`config.mk`:
```
export PLATFORM = sky130hd
export DESIGN_NAME = channel_cal
export DESIGN_NICKNAME = d
export VERILOG_FILES = /design/src/rtl/cal_pkg.sv /design/src/rtl/cal_datapath.sv /design/src/rtl/channel_cal.sv
export SDC_FILE = /design/constraint.sdc
export NUM_CORES = 2
export LEC_CHECK = 0
export BUFFER_PORTS_ARGS = -buffer_cell sky130_fd_sc_hd__buf_2
export CAP_MARGIN = 10
export CORE_MARGIN = 2
export CORE_UTILIZATION = 66
export DETAILED_ROUTE_END_ITERATION = 12
export PLACE_DENSITY_LB_ADDON = 0.05
export SYNTH_ARGS = -nofsm -noshare
export SYNTH_HDL_FRONTEND = slang
export SYNTH_HIERARCHICAL = 1
export SYNTH_SLANG_ARGS = --single-unit
export TNS_END_PERCENT = 20
```
`constraint.sdc`:
```
create_clock -name clk_256fs -period 47.2 [get_ports clk_256fs]
set_input_delay 9.44 -clock clk_256fs [delete_from_list [all_inputs] [get_ports clk_256fs]]
set_output_delay 9.44 -clock clk_256fs [all_outputs]
set_load 0.1 [all_outputs]
```
`src/rtl/cal_pkg.sv`:
```
// Shared types and constants for the channel calibration stage.
package cal_pkg;

    localparam int SAMPLE_W  = 16;
    localparam int N_SLOTS   = 8;
    localparam int IDX_W     = $clog2(N_SLOTS);
    localparam int GAIN_FRAC = SAMPLE_W - 2;

    typedef logic signed [SAMPLE_W-1:0] sample_t;

    localparam sample_t GAIN_UNITY = sample_t'(1 << GAIN_FRAC);

    typedef struct packed {
        sample_t offset;
        sample_t gain;
    } coeff_t;

    typedef enum logic [1:0] {
        IDLE,
        RUN,
        DRAIN,
        PUBLISH
    } state_e;

    function automatic coeff_t unity_coeff();
        coeff_t c;
        c.offset = '0;
        c.gain   = GAIN_UNITY;
        return c;
    endfunction

endpackage

```
`src/rtl/cal_datapath.sv`:
```
// Three-stage offset/gain pipeline: offset add, multiply, floor-shift and saturate.
// A valid bit and slot index travel with each sample.
module cal_datapath
    import cal_pkg::*;
#(
    parameter int W = SAMPLE_W
) (
    input  logic                    clk_i,
    input  logic                    rst_i,
    input  logic                    vld_i,
    input  logic [IDX_W-1:0]        idx_i,
    input  logic signed [W-1:0]     x_i,
    input  coeff_t                  coeff_i,
    output logic                    vld_o,
    output logic [IDX_W-1:0]        idx_o,
    output logic signed [W-1:0]     y_o,
    output logic                    pipe_busy_o
);

    function automatic logic signed [2*W:0] floor_shift(input logic signed [2*W:0] v);
        return v >>> GAIN_FRAC;
    endfunction

    function automatic logic signed [W-1:0] sat_w(input logic signed [2*W:0] v);
        logic signed [2*W:0] hi;
        logic signed [2*W:0] lo;
        hi = {{(W+2){1'b0}}, {(W-1){1'b1}}};
        lo = {{(W+2){1'b1}}, {(W-1){1'b0}}};
        if (v > hi) begin
            return hi[W-1:0];
        end else if (v < lo) begin
            return lo[W-1:0];
        end
        return v[W-1:0];
    endfunction

    logic                   vld_p0;
    logic                   vld_p1;
    logic [IDX_W-1:0]       idx_p0;
    logic [IDX_W-1:0]       idx_p1;
    logic signed [W:0]      sum_p0;
    logic signed [W-1:0]    gain_p0;
    logic signed [2*W:0]    prod_p1;

    always_ff @(posedge clk_i or posedge rst_i) begin
        if (rst_i) begin
            vld_p0 <= 1'b0;
            vld_p1 <= 1'b0;
        end else begin
            vld_p0 <= vld_i;
            vld_p1 <= vld_p0;
        end
    end

    // S1: offset add (W+1 bits, cannot overflow)
    always_ff @(posedge clk_i) begin
        if (vld_i) begin
            idx_p0  <= idx_i;
            sum_p0  <= $signed({x_i[W-1], x_i}) + $signed({coeff_i.offset[W-1], coeff_i.offset});
            gain_p0 <= coeff_i.gain;
        end
    end

    // S2: multiply (2W+1 bits)
    always_ff @(posedge clk_i) begin
        if (vld_p0) begin
            idx_p1  <= idx_p0;
            prod_p1 <= $signed({{W{sum_p0[W]}}, sum_p0}) * $signed({{(W+1){gain_p0[W-1]}}, gain_p0});
        end
    end

    // S3: shift and saturate, registered by the caller's staging array
    assign vld_o       = vld_p1;
    assign idx_o       = idx_p1;
    assign y_o         = sat_w(floor_shift(prod_p1));
    assign pipe_busy_o = vld_p0 | vld_p1;

endmodule

```
`src/rtl/channel_cal.sv`:
```
// Per-slot offset/gain calibration over 8 time-multiplexed sample slots,
// with double-buffered coefficients and frame-synchronous output publish.
module channel_cal
    import cal_pkg::*;
#(
    parameter int W       = SAMPLE_W,
    parameter int N_SLOTS = cal_pkg::N_SLOTS
) (
    input  logic                    clk_256fs,
    input  logic                    rst,
    input  logic                    strobe,
    input  logic [N_SLOTS*W-1:0]    sample_in,
    output logic [N_SLOTS*W-1:0]    sample_out,
    output logic                    out_valid,
    output logic                    busy,
    output logic                    overrun,
    input  logic                    cal_wr_en,
    input  logic [IDX_W-1:0]        cal_wr_addr,
    input  logic signed [W-1:0]     cal_wr_offset,
    input  logic signed [W-1:0]     cal_wr_gain
);

    state_e                 state_q;
    state_e                 state_d;
    logic [IDX_W-1:0]       idx_q;
    logic [IDX_W-1:0]       idx_d;
    logic                   overrun_q;

    logic                   accept;
    logic                   issue;
    logic                   publish_load;

    coeff_t                 pend_q [N_SLOTS];
    coeff_t                 pend_d [N_SLOTS];
    coeff_t                 act_q  [N_SLOTS];

    logic [N_SLOTS*W-1:0]   in_q;
    logic [N_SLOTS*W-1:0]   sample_out_q;
    logic signed [W-1:0]    stage_q [N_SLOTS];

    logic signed [W-1:0]    issue_x;
    logic                   dp_vld;
    logic [IDX_W-1:0]       dp_idx;
    logic signed [W-1:0]    dp_y;
    logic                   pipe_busy;

    always_ff @(posedge clk_256fs or posedge rst) begin
        if (rst) begin
            state_q   <= IDLE;
            idx_q     <= '0;
            overrun_q <= 1'b0;
        end else begin
            state_q <= state_d;
            idx_q   <= idx_d;
            if (strobe && state_q != IDLE) begin
                overrun_q <= 1'b1;
            end
        end
    end

    always_comb begin
        state_d = state_q;
        idx_d   = idx_q;
        case (state_q)
            IDLE: begin
                if (strobe) begin
                    state_d = RUN;
                    idx_d   = '0;
                end
            end
            RUN: begin
                idx_d = idx_q + 1'b1;
                if (idx_q == IDX_W'(N_SLOTS - 1)) begin
                    state_d = DRAIN;
                end
            end
            DRAIN: begin
                if (!pipe_busy) begin
                    state_d = PUBLISH;
                end
            end
            PUBLISH: state_d = IDLE;
            default: state_d = IDLE;
        endcase
    end

    always_comb begin
        accept       = (state_q == IDLE) && strobe;
        issue        = (state_q == RUN);
        publish_load = (state_q == DRAIN) && !pipe_busy;
        busy         = (state_q != IDLE);
        out_valid    = (state_q == PUBLISH);
    end

    // A write coincident with an accepted strobe is forwarded into the commit.
    always_comb begin
        pend_d = pend_q;
        if (cal_wr_en) begin
            pend_d[cal_wr_addr].offset = cal_wr_offset;
            pend_d[cal_wr_addr].gain   = cal_wr_gain;
        end
    end

    always_ff @(posedge clk_256fs or posedge rst) begin
        if (rst) begin
            for (int k = 0; k < N_SLOTS; k++) begin
                pend_q[k] <= unity_coeff();
                act_q[k]  <= unity_coeff();
            end
        end else begin
            pend_q <= pend_d;
            if (accept) begin
                act_q <= pend_d;
            end
        end
    end

    always_ff @(posedge clk_256fs) begin
        if (accept) begin
            in_q <= sample_in;
        end
        if (dp_vld) begin
            stage_q[dp_idx] <= dp_y;
        end
    end

    always_ff @(posedge clk_256fs or posedge rst) begin
        if (rst) begin
            sample_out_q <= '0;
        end else if (publish_load) begin
            for (int k = 0; k < N_SLOTS; k++) begin
                sample_out_q[k*W +: W] <= stage_q[k];
            end
        end
    end

    assign issue_x    = in_q[int'(idx_q)*W +: W];
    assign sample_out = sample_out_q;
    assign overrun    = overrun_q;

    cal_datapath #(
        .W (W)
    ) u_datapath (
        .clk_i       (clk_256fs),
        .rst_i       (rst),
        .vld_i       (issue),
        .idx_i       (idx_q),
        .x_i         (issue_x),
        .coeff_i     (act_q[idx_q]),
        .vld_o       (dp_vld),
        .idx_o       (dp_idx),
        .y_o         (dp_y),
        .pipe_busy_o (pipe_busy)
    );

endmodule

```
Yosys cells after proc, flatten, opt, wreduce, memory -nomap -nowiden
Memories as Yosys holds them, arrays and structs flattened. A register that Yosys moved wholly into a read port is not among the register bits. Index checks and enable logic that the tools add are counted. Widths: inputs -> output; s select.

Bits in registers: 720. Memory bits (writable): 128. Output and inout port bits: 131. Word-level logic and storage cells: 96. Memories: 1.

$add $sub $neg: 2. $mul: 1. Magnitude comparators: 5. Eq/ne operators: 7. Shifts and indexed selects: 1. Muxes and demuxes: 23. Bitwise gates (word level): 3. Reductions and logical operators: 10.

Memories: stage_q (words 8, bits a word 16, rd ports 8, clocked after Yosys merged registers in 8, wr ports 1, line channel_cal.sv:39) `logic signed [W-1:0] stage_q [N_SLOTS];`.

Operators with widths (count): $bwmux 256 (2); $mux 256 (1); $demux 32 s3 (2); $shiftx 128x8->16 (1); $bmux 32 s3 (1); $mux 32 (3); $mux 16 (4); $mul 17x16->33 (1); $gt 19x16->1 const B (1); $lt 19x16->1 const B (1); $add 16x16->17 (1); $ge 4x4->1 const B (2); $not 3->4 (2); $pmux 2 s4 (1); $mux 2 (3); $ne 2x2->1 const B (3); $pmux 3 s2 (1); $eq 2x2->1 const B (2); $logic_and 1x1->1 (4); $lt 4x1->1 const B (1); $mux 1 (4); $reduce_bool 2->1 (2); $add 3x1->3 const B (1); $eq 3x3->1 const B (1); other kinds (7) (7).

Logic depth before layout (Yosys ltp)
Depth after elaboration: 8. Gate-level depth with buffers: 23.

Modules after synthesis
Netlist, hierarchy kept.

Modules (own cells, without submodules): channel_cal (times used 1, cells an instance 1836, area each 35740.5 um2, sequential area each 23872.9 um2); cal_datapath (times used 1, cells an instance 1308, area each 12665.9 um2, sequential area each 1791.7 um2).

Least setup slack after synthesis
No wires, ideal clock.

Kind: input to register. Start point: input port strobe. End point: register act_q[143] (netlist name). Setup time: 0.128 ns. Arrival: 11.970 ns. Data required time: 47.072 ns. Path slack: 35.101 ns. Stages on the path: 5. Path buffers: 3. Cells stage by stage: and2_1 > buf_2 > buf_2 > buf_2 > mux2_2.

Cells in the longest elaborated chain, start to end: 1.

Ends and longest elaborated chain: from (decl) (line channel_cal.sv:11) `input logic strobe,`; $logic_and 1x1->1 (line channel_cal.sv:88) `accept = (state_q == IDLE) && strobe;`; net accept (line channel_cal.sv:29) `logic accept;`; to (signal, indexed assignment) (line channel_cal.sv:108) `act_q[k] <= unity_coeff();`; to (signal assigned) (line channel_cal.sv:113) `act_q <= pend_d;`; to (decl) (line channel_cal.sv:35) `coeff_t act_q [N_SLOTS];`.

The timed path passes the listed nets, and every way through them passes these cells. A chain may end at the register's enable or synchronous reset.

Final worst setup path
Start point: input port strobe. End point: register act_q[161] (netlist name).

Cells in the longest elaborated chain, start to end: 1.

Ends and longest elaborated chain (line): $logic_and 1x1->1 (channel_cal.sv:88).

No other way between the ends.

==> results.yml <==
status:
  status: "finished clean"
placement:
  pre_cts_ws_ns: 34.42
  gp_congestion: 0.849
  io_buffers: 297
  placed_area_um2: 50500
  place_hpwl_mm: 68.1
sta:
  fmax_mhz: 81.9
  hold_violations: 0
  setup_ws_ns: 35.00
  maxSlewViolCount: 0
  fin_crit_sh_pct: 25.9
  worst_pin_slew_ns: 1.19
  setup_viol: 0
  final.setup.tns_ns: 0
  skew_ns: 0.0811
  finalCriticalPeriod_ns: 12.21
  rsz0062_at_grt: "false"
  timing.slew.headroom_pct: 20.4
clock_tree:
  cts-root-buf: "clkbuf_16"
  cts_setup_buffers: 0
  htreeDepth: 3
  clkSinkCount: 962
  cts_hold_buf: 0
  clk_path_buf_depth: 3
  clock_latency_ns: 0.68
  clkSlewWorstSetupHoldPaths_ns: 0.06
  cts_resized: 0
  cts_tree: "done"
  numCtsBuffers: 97
logic_synthesis:
  synth_cell_types: 59
  synth-seq-cells: 962
  syn-num-nets: 3691
  yosys-top-cells-area: "dfrtp_1 (33%), edfxtp_1 (19%), fa_1 (11%), mux2_2 (11%), mux2_4 (6.1%)"
  synth_top_area_cell: "dfrtp_1"
  syn_avg_cell_area_um2: 15.4
  synth_edf_count: 314
  muxShareOfSynthArea_pct: 22.1
  yosys_most_used_dff: "dfrtp_1"
  synthAdderAreaFrac_pct: 14.1
  yosys.area_share.simple_pct: 4.34
  syn_area_um2: 48400
  ys_seq_area_share_pct: 53.0
  synth_most_common_cell: "dfrtp_1"
  synth_compound_area_share_pct: 1.20
  synth_top_family_by_area: "multiplexers"
  yosysWarningCount: 6
  async_flop_share_pct: 67.4
  synth_common_cells: "dfrtp_1 (632), mux2_2 (462), inv_1 (352)"
  syn-instance-count: 3144
  synth_top_area_share_pct: 32.7
  synth-xor-area-share_pct: 0.597
critical_path:
  critical_path_arrival_ns: 12.72
  start_kind: "primary input"
  critPathKind: "primary input to register"
  cp-end-kind: "register"
  crit_family: "buffers and inverters"
  ff2ff_path_depth: 18
  max_stage_delay_ns: 1.02
  critPathMaxFanout: 78
  r2r_end: "u_datapath/prod_p1[32]"
  cp_common_cell: "buf_4"
  crit_buf_inv: 3
  worstPathCellList: "buf_2 > and2_4 > buf_4 > buf_4 > mux2_2"
  r2r_slack_ns: 39.93
  reg2reg_from: "u_datapath/gain_p0[1]"
  cp.required_ns: 47.72
  cpMaxStageDelayCell: "buf_4"
detailed_routing:
  vias: 26000
  firstDrtPassIters: 5
  wl_per_cell_um: 23.2
  drc: 0
  drt-initial-drc-count: 1858
  antenna_left: 0
  detail_route.wirelength_mm: 104
  routed_via_density: 5.82
floorplanning:
  core_um2: 72800
  die_x_um: 275
  io-pin-count: 298
  fp.dieH_um: 275
  num_rows: 99
  start_util_pct: 66.5
  dieArea_um2: 75500
hold_path:
  hp-start: "u_datapath/idx_p0[1]"
  hold_path_class: "register to register"
  hold_depth: 0
  hold_end: "u_datapath/idx_o[1]"
global_routing:
  antenna_found_initial: 13
  grt_max_degree: 202
  grt_overflow: 0
  grt_first_pass_wirelength_mm: 162
  grt_pass1_vias: 28600
  grt.total_usage_pct: 28.2
finish:
  drive_gt1_share_pct: 36.0
  fin_util_pct: 73.8
  fin_area_um2: 53700
  area_growth_pct: 11.0
  num-nets-final: 3972
flow_run:
  drv_cap: 0
worst max-delay path by stage:
stage / slack [ns] / cells after the start / startpoint / to
detailed placement: 34.42 / 5 / strobe / act_q[215]
global route: 34.87 / 5 / strobe / act_q[215]
floorplan: 19.69 / 1 / rst / act_q[0]
global placement: 34.51 / 5 / strobe / act_q[61]
CTS: 35.09 / 5 / strobe / act_q[18]
finish: 35.00 / 5 / strobe / act_q[161]
cells by family after synthesis:
| kind of cell | after synthesis |
|---|---|
| flip-flops | 962 |
| multiplexers | 787 |
| buffers and inverters | 491 |
| AND/OR/NAND/NOR | 404 |
| adder cells (fa/ha/maj) | 380 |
| AO/OA/AOI/OAI | 87 |
| XOR/XNOR | 33 |
flip-flops by register name, indices dropped and copies added (netlist names):
register            cells
u_datapath/prod_p1     19
sample_out            128
u_datapath/idx_p0       3
u_datapath/vld_p0       1
u_datapath/idx_o        3
u_datapath/vld_o        1
overrun                 1
act_q                 256
idx_q                   3
state_q                 2
in_q                  128
pend_q                256
stage_q               128
u_datapath/sum_p0      17
u_datapath/gain_p0     16
cell usage in the layout, fill, tap and decap left out, types with 4 or more instances in the layout:
master and count:
dfrtp_1 629, mux2_2 462, inv_1 351, edfxtp_1 314
buf_2 297, fa_1 276, mux2_4 197, nand2_1 152
and2_1 131, ha_1 103, clkbuf_16 97, mux4_2 96
nor2_1 47, clkbuf_1 31, mux2_1 30, xnor2_1 27
clkbuf_8 22, buf_4 21, a21oi_1 21, a21o_1 19
clkinv_2 17, o21ai_0 16, dfstp_2 16, nand2b_1 12
nor3_1 12, nand3_1 10, xor2_1 6, clkinv_16 5
o21a_1 5, nand4_1 4, and3_1 4, nor2b_1 4
or3_1 4
final cells by class:
type / count / area, µm²
Fill cell: 4561 / 19100
Tap cell: 959 / 1200
Clock buffer: 150 / 2850
Multi-Input combinational cell: 1691 / 20600
Clock inverter: 34 / 408
Sequential cell: 962 / 25700
Timing Repair Buffer: 321 / 1700
Inverter: 352 / 1330
Antenna cell: 2 / 5.00
layer usage:
layer  wire (µm)  part of all wire, %  GRT usage (%)
met3        4840                  4.7           4.27
met1       42400                   41           38.1
met4        2710                  2.6           8.01
met2       53500                   52           48.3
met5          92                0.089              0
stage by stage:
| stage | std cells | hold slack [ns] |
|---|---|---|
| final | 4471 | 0.432 |
| after global routing | 4469 | 0.449 |
| after CTS | 4469 | 0.429 |
| after global placement | 4285 | 0.409 |
| after floorplan | 3144 | 0.400 |
| after detailed placement | 4285 | 0.415 |
Power is left out: the tool's default activity adds up to more than one toggle a clock period on the data nets, which glitch-free logic cannot reach.
